<file path="config.mk">
export PLATFORM = sky130hd
export DESIGN_NAME = util_axis_uart_rx_os
export DESIGN_NICKNAME = d
export VERILOG_FILES = /design/src/rtl/util_axis_uart_rx_os.sv
export SDC_FILE = /design/constraint.sdc
export NUM_CORES = 1
export LEC_CHECK = 0
export ABC_AREA = 1
export CORE_MARGIN = 2
export CORE_UTILIZATION = 56
export DETAILED_ROUTE_END_ITERATION = 10
export PLACE_DENSITY = 0.83
export SYNTH_ARGS = -nofsm -noshare
export SYNTH_HDL_FRONTEND = slang
export SYNTH_SLANG_ARGS = --single-unit
</file>
<file path="constraint.sdc">
create_clock -name aclk -period 2.1 [get_ports aclk]
set_clock_uncertainty 0.05 [all_clocks]
set_input_delay 0.42 -clock aclk [delete_from_list [all_inputs] [get_ports aclk]]
set_output_delay 0.42 -clock aclk [all_outputs]
set_load 0.01 [all_outputs]
</file>
<file path="src/rtl/util_axis_uart_rx_os.sv">
// util_axis_uart_rx_os: oversampling UART receiver with an AXI-Stream master.
// Recovers start/data/parity/stop framing from rxd using the uart_ena
// oversample tick and presents each character with error flags in tuser
// ({overrun, framing, parity}).
// Optional build macro UTIL_AXIS_UART_RX_BREAK_DETECT_EN turns an all-zero
// frame into a one-cycle break_det pulse instead of a character.
module util_axis_uart_rx_os #(
  parameter int parity_ena  = 0,
  parameter int parity_type = 0,
  parameter int stop_bits   = 1,
  parameter int data_bits   = 8,
  parameter int oversample  = 16
) (
  input  logic                 aclk,
  input  logic                 arst,
  input  logic                 uart_ena,
  input  logic                 rxd,
  output logic [data_bits-1:0] m_axis_tdata,
  output logic [2:0]           m_axis_tuser,
  output logic                 m_axis_tvalid,
  input  logic                 m_axis_tready,
  output logic                 break_det
);

  localparam int CNT_W = $clog2(oversample);
  // START samples on the oversample/2-th tick, counting the detection tick as 1.
  localparam logic [CNT_W-1:0] CNT_HALF = CNT_W'(oversample / 2 - 1);
  localparam logic [CNT_W-1:0] CNT_FULL = CNT_W'(oversample - 1);
  localparam logic [2:0]       BIT_LAST = 3'(data_bits - 1);

`ifdef UTIL_AXIS_UART_RX_BREAK_DETECT_EN
  localparam bit BRK_EN = 1'b1;
`else
  localparam bit BRK_EN = 1'b0;
`endif

  typedef enum logic [2:0] {
    S_IDLE, S_START, S_DATA, S_PARITY, S_STOP, S_WAIT_HIGH
  } state_t;

  logic [1:0]           sync_q, sync_d;
  logic                 rxs;
  state_t               state_q, state_d;
  logic [CNT_W-1:0]     cnt_q, cnt_d;
  logic [2:0]           bit_q, bit_d;
  logic                 stop_q, stop_d;
  logic [data_bits-1:0] shreg_q, shreg_d;
  logic                 perr_q, perr_d;
  logic                 ferr_q, ferr_d;
  logic                 pbit_q, pbit_d;
  logic [data_bits-1:0] tdata_q, tdata_d;
  logic [2:0]           tuser_q, tuser_d;
  logic                 tvalid_q, tvalid_d;
  logic                 ovr_q, ovr_d;
  logic                 done;
  logic                 brk_fire;
  logic                 at_centre;
  logic                 stop_last;
  logic                 brk_cond;
  logic                 xfer;

  assign rxs = sync_q[1];

  // Receive framing: start qualification, bit-centre sampling, error capture.
  always_comb begin
    sync_d    = {sync_q[0], rxd};
    state_d   = state_q;
    cnt_d     = cnt_q;
    bit_d     = bit_q;
    stop_d    = stop_q;
    shreg_d   = shreg_q;
    perr_d    = perr_q;
    ferr_d    = ferr_q;
    pbit_d    = pbit_q;
    done      = 1'b0;
    brk_fire  = 1'b0;
    at_centre = (cnt_q == CNT_FULL);
    stop_last = (stop_bits < 2) || stop_q;
    // A break is judged at the first stop sample: everything seen so far was low.
    brk_cond  = BRK_EN && !stop_q && !rxs && (shreg_q == '0) &&
                ((parity_ena == 0) || !pbit_q);
    if (uart_ena) begin
      case (state_q)
        S_IDLE: begin
          if (!rxs) begin
            state_d = S_START;
            cnt_d   = CNT_W'(1);
          end
        end
        S_START: begin
          if (cnt_q == CNT_HALF) begin
            if (rxs) begin
              state_d = S_IDLE;
            end else begin
              state_d = S_DATA;
              cnt_d   = '0;
              bit_d   = 3'd0;
              stop_d  = 1'b0;
              shreg_d = '0;
              perr_d  = 1'b0;
              ferr_d  = 1'b0;
              pbit_d  = 1'b0;
            end
          end else begin
            cnt_d = cnt_q + 1'b1;
          end
        end
        S_DATA: begin
          cnt_d = cnt_q + 1'b1;
          if (at_centre) begin
            cnt_d   = '0;
            shreg_d = {rxs, shreg_q[data_bits-1:1]};
            bit_d   = bit_q + 3'd1;
            if (bit_q == BIT_LAST) begin
              state_d = (parity_ena != 0) ? S_PARITY : S_STOP;
            end
          end
        end
        S_PARITY: begin
          cnt_d = cnt_q + 1'b1;
          if (at_centre) begin
            cnt_d   = '0;
            pbit_d  = rxs;
            perr_d  = ((^shreg_q) ^ rxs) != (parity_type != 0);
            state_d = S_STOP;
          end
        end
        S_STOP: begin
          cnt_d = cnt_q + 1'b1;
          if (at_centre) begin
            cnt_d = '0;
            if (brk_cond) begin
              brk_fire = 1'b1;
              state_d  = S_WAIT_HIGH;
            end else begin
              ferr_d = ferr_q | ~rxs;
              if (stop_last) begin
                done    = 1'b1;
                // After a bad stop the line may still be low; wait it out.
                state_d = (ferr_q | ~rxs) ? S_WAIT_HIGH : S_IDLE;
              end else begin
                stop_d = 1'b1;
              end
            end
          end
        end
        S_WAIT_HIGH: begin
          if (rxs) begin
            state_d = S_IDLE;
          end
        end
        default: state_d = S_IDLE;
      endcase
    end
  end

  // Single-entry output register; a completion that finds it full is dropped.
  always_comb begin
    tdata_d  = tdata_q;
    tuser_d  = tuser_q;
    tvalid_d = tvalid_q;
    ovr_d    = ovr_q;
    xfer     = tvalid_q && m_axis_tready;
    if (done) begin
      if (!tvalid_q || xfer) begin
        tdata_d  = shreg_q;
        tuser_d  = {ovr_q, ferr_d, perr_q};
        tvalid_d = 1'b1;
        ovr_d    = 1'b0;
      end else begin
        ovr_d = 1'b1;
      end
    end else if (xfer) begin
      tvalid_d = 1'b0;
    end
  end

  // State registers; reset also discards any held output character.
  always_ff @(posedge aclk) begin
    if (arst) begin
      sync_q   <= 2'b11;
      state_q  <= S_IDLE;
      cnt_q    <= '0;
      bit_q    <= 3'd0;
      stop_q   <= 1'b0;
      shreg_q  <= '0;
      perr_q   <= 1'b0;
      ferr_q   <= 1'b0;
      pbit_q   <= 1'b0;
      tdata_q  <= '0;
      tuser_q  <= 3'b000;
      tvalid_q <= 1'b0;
      ovr_q    <= 1'b0;
    end else begin
      sync_q   <= sync_d;
      state_q  <= state_d;
      cnt_q    <= cnt_d;
      bit_q    <= bit_d;
      stop_q   <= stop_d;
      shreg_q  <= shreg_d;
      perr_q   <= perr_d;
      ferr_q   <= ferr_d;
      pbit_q   <= pbit_d;
      tdata_q  <= tdata_d;
      tuser_q  <= tuser_d;
      tvalid_q <= tvalid_d;
      ovr_q    <= ovr_d;
    end
  end

  assign m_axis_tdata  = tdata_q;
  assign m_axis_tuser  = tuser_q;
  assign m_axis_tvalid = tvalid_q;

`ifdef UTIL_AXIS_UART_RX_BREAK_DETECT_EN
  logic break_q;

  // Registered one-cycle break pulse.
  always_ff @(posedge aclk) begin
    if (arst) begin
      break_q <= 1'b0;
    end else begin
      break_q <= brk_fire;
    end
  end

  assign break_det = break_q;
`else
  assign break_det = 1'b0;
`endif

endmodule

</file>
==> qor_table.md <==
| Metric | Value |
| --- | --- |
| Synth-to-Final Area Change | 13.3% |
| Vertical die dimension | 61.1 µm |
| Hold buffers post-CTS | 0 |
| Routed Wire Length | 3550 µm |
| Pin count of the biggest net entering global routing | 17 |
| Count of distinct cell types in the synthesized netlist | 28 |
| Setup violators final | 0 |
| Logic pwr share | 0.316 |
| Resize count post-CTS | 0 |
| Wire length per cell after detailed routing | 10.6 µm |
| Crit path capture type | register |
| Count of yosys warnings during synthesis | 0 |
| Die width | 61.1 µm |
| Dpl hpwl | 2660 µm |
| Kind of path behind the tightest hold check | reg2reg |
| Most instantiated cells after synthesis | 93 x nand2_1, 35 x dfxtp_1, 31 x a21oi_1, 23 x inv_1, 18 x nor2_1 |
| Synthesized Nets | 281 |
| Type of the worst setup path | reg2reg |
| Startpoint types | register |
| Minimum clock period after layout | 1.77 ns |
| Number of antenna violations at the first check in global routing | 0 |
| Most area-hungry cell type in the Yosys netlist | dfxtp_1 |
| CP Launch Point | cnt_q[0] |
| Area contributors post-synth | dfxtp_1 38%, nand2_1 19%, a21oi_1 8.5% |
| Cell Area, Synth | 0.00183 mm² |
| Flop and latch count out of synthesis | 35 |
| Wire length of the first global-routing pass | 5870 µm |
| Synthesized area divided by synthesized cell count | 6.70 µm² |
| Num rows | 20 |
| Flip-flop cell with the highest count after synthesis | dfxtp_1 |
| Max-slew violation count | 0 |
| Reported leakage power | 0.816 nW |
| Total Power | 1.64 mW |
| Outcome | finished, final reports clean |
| GRT Overall Usage | 0.214 |
| Global placer's final weighted congestion | 0.958 |
| Grt total ovfl | 0 |
| CTS buffer count | 5 |
| Clock slew at reported path FFs | 0.10 ns |
| Layout cells sized above 1 | 0.124 |
| Setup repair after global routing missed its margin | false |
| Clock tree from TritonCTS | built |
| Initial Utilization | 0.594 |
| Worst-case vdd ir drop | 583 µV |
| Max Clock Freq | 564 MHz |
| Die area | 0.00374 mm² |
| DRC errors left | 0 |
| CP required | 2.29 ns |
| Pwr dens | 794 mW/mm² |
| Maximum clock path buffer count | 2 |
| ANT cells | 0 |
| Cell internal power dissipation | 1.01 mW |
| Post-layout net count | 299 |
| Count of port buffers added during placement | 16 |
| Startpoint of the tightest hold check path | sync_q[0] |
| Switch share | 0.383 |
| Number of global-route vias before repair | 1331 |
| Number of iterations in the first detailed-routing pass | 4 |
| Via count of the routed design | 1709 |
| Core region area | 0.00308 mm² |
| Post-synth EDFFs | 0 |
| Post-CTS setup buffer count | 0 |
| Vias per cell | 5.10 |
| Sequential cell area fraction in the yosys report | 0.383 |
| Number of cells produced by synthesis | 273 |
| CTS H-tree depth | 2 |
| Sequential share of power | 0.460 |
| Sw Pwr | 0.629 mW |
| Area share of the largest cell type after synthesis | 0.383 |
| Most frequent cell after synthesis | nand2_1 |
| Later-pin clock latency in the skew report | 0.33 ns |
| Endpoints failing hold | 0 |
| Num Clock Sinks | 35 |
| Maximum capacitance violations | 0 |
| Worst Path Arrival | 1.96 ns |
| Part of the power in the clock network | 0.225 |
| Start of the worst register-to-register path | cnt_q[0] |
| Worst-path maximum fanout | 6 |
| Number of top-level design ports | 18 |
| Number of fill cells in the layout | 268 |
| CTS root buffer | clkbuf_4 |
| Proportion of register bits with asynchronous set or reset after synthesis | 0 |
| Drt initial violations | 108 |
| Fin Setup TNS | 0 ns |
| Fin crit share | 0.844 |
| Routed Antenna Nets | 0 |
[worst max-delay path, stage by stage (launching register included)]
cell     delay (ns)
dfxtp_1        0.40
ha_1           0.20
nand2_1        0.11
nor2_4         0.18
inv_1          0.09
nand2_1        0.09
nand2_1        0.13
nor2_4         0.19
o21ai_0        0.10
o21ai_0        0.08
nor2_1         0.05
[logic make-up (layout without fill, tap and decap cells)]
family	Yosys count	count (layout)	synth area share
adders and majority gates	3	3	0.0205
and+or+nand+nor	153	153	0.379
buffers and inverters	38	56	0.0917
AOI/OAI and AO/OA	43	43	0.124
DFF	35	35	0.383
other	1	1	0.00205
[layer usage]
layer	wire length (µm)	track usage	up-vias
li1	-	-	903
met1	1750	0.285	770
met2	1600	0.328	30
met3	150	0.0756	6
met4	51	0.0652	0
met5	0	0	-
[through the flow]
step	area [µm²]	util	worst slack (ns)	cells	hold WS (ns)
4_1_cts	2070	0.673	0.351	335	0.379
6_report	2070	0.673	0.328	335	0.377
2_1_floorplan	1830	-	0.551	273	0.339
3_5_place_dp	2010	0.654	0.0531	328	0.356
3_3_place_gp	2010	0.654	0.122	328	0.347
5_1_grt	2070	0.673	0.139	335	0.407
[worst paths after layout]
check	to	slack, ns	depth (start not counted)
max reg2reg	state_q[1]	0.33	10
max	state_q[1]	0.33	10
min	sync_q[1]	0.38	1
min reg2reg	sync_q[1]	0.38	1
[final cells by class]
class | count | area, µm² | area share
clock buffer | 6 | 51.3 | 0.0248
clock inverter | 1 | 5.00 | 0.00242
inverter | 29 | 109 | 0.0526
multi-input combinational | 200 | 960 | 0.463
sequential | 35 | 701 | 0.338
tap | 44 | 55.1 | 0.0266
timing repair buffer | 20 | 190 | 0.0918
[cell usage in the layout, fill, tap and decap left out, types with 4 or more instances in the layout]
cell type        count
nand2_2              4
inv_1               23
nand4_1              5
a21oi_1             31
nand3_1             17
clkbuf_4             5
nor2_2               4
inv_2                5
nor2_1              18
clkdlybuf4s50_1     16
nand2_1             93
dfxtp_1             35
buf_4                4
o21ai_0              6
[power groups by stage]
stage	sequential [mW]	combinational, mW	clock, mW
5_1_grt	0.762	0.580	0.410
6_report	0.756	0.519	0.369
3_5_place_dp	0.768	0.512	0
4_1_cts	0.754	0.515	0.382
3_3_place_gp	0.769	0.505	0
2_1_floorplan	0.756	0.435	0
[registers in the layout (all words and copies together) (netlist names)]
| register | flops |
|---|---|
| sync_q | 2 |
| shreg_q | 8 |
| perr_q | 1 |
| m_axis_tuser | 3 |
| cnt_q | 4 |
| state_q | 3 |
| m_axis_tvalid | 1 |
| m_axis_tdata | 8 |
| ovr_q | 1 |
| ferr_q | 1 |
| bit_q | 3 |
(Power assumes the default switching activity.)
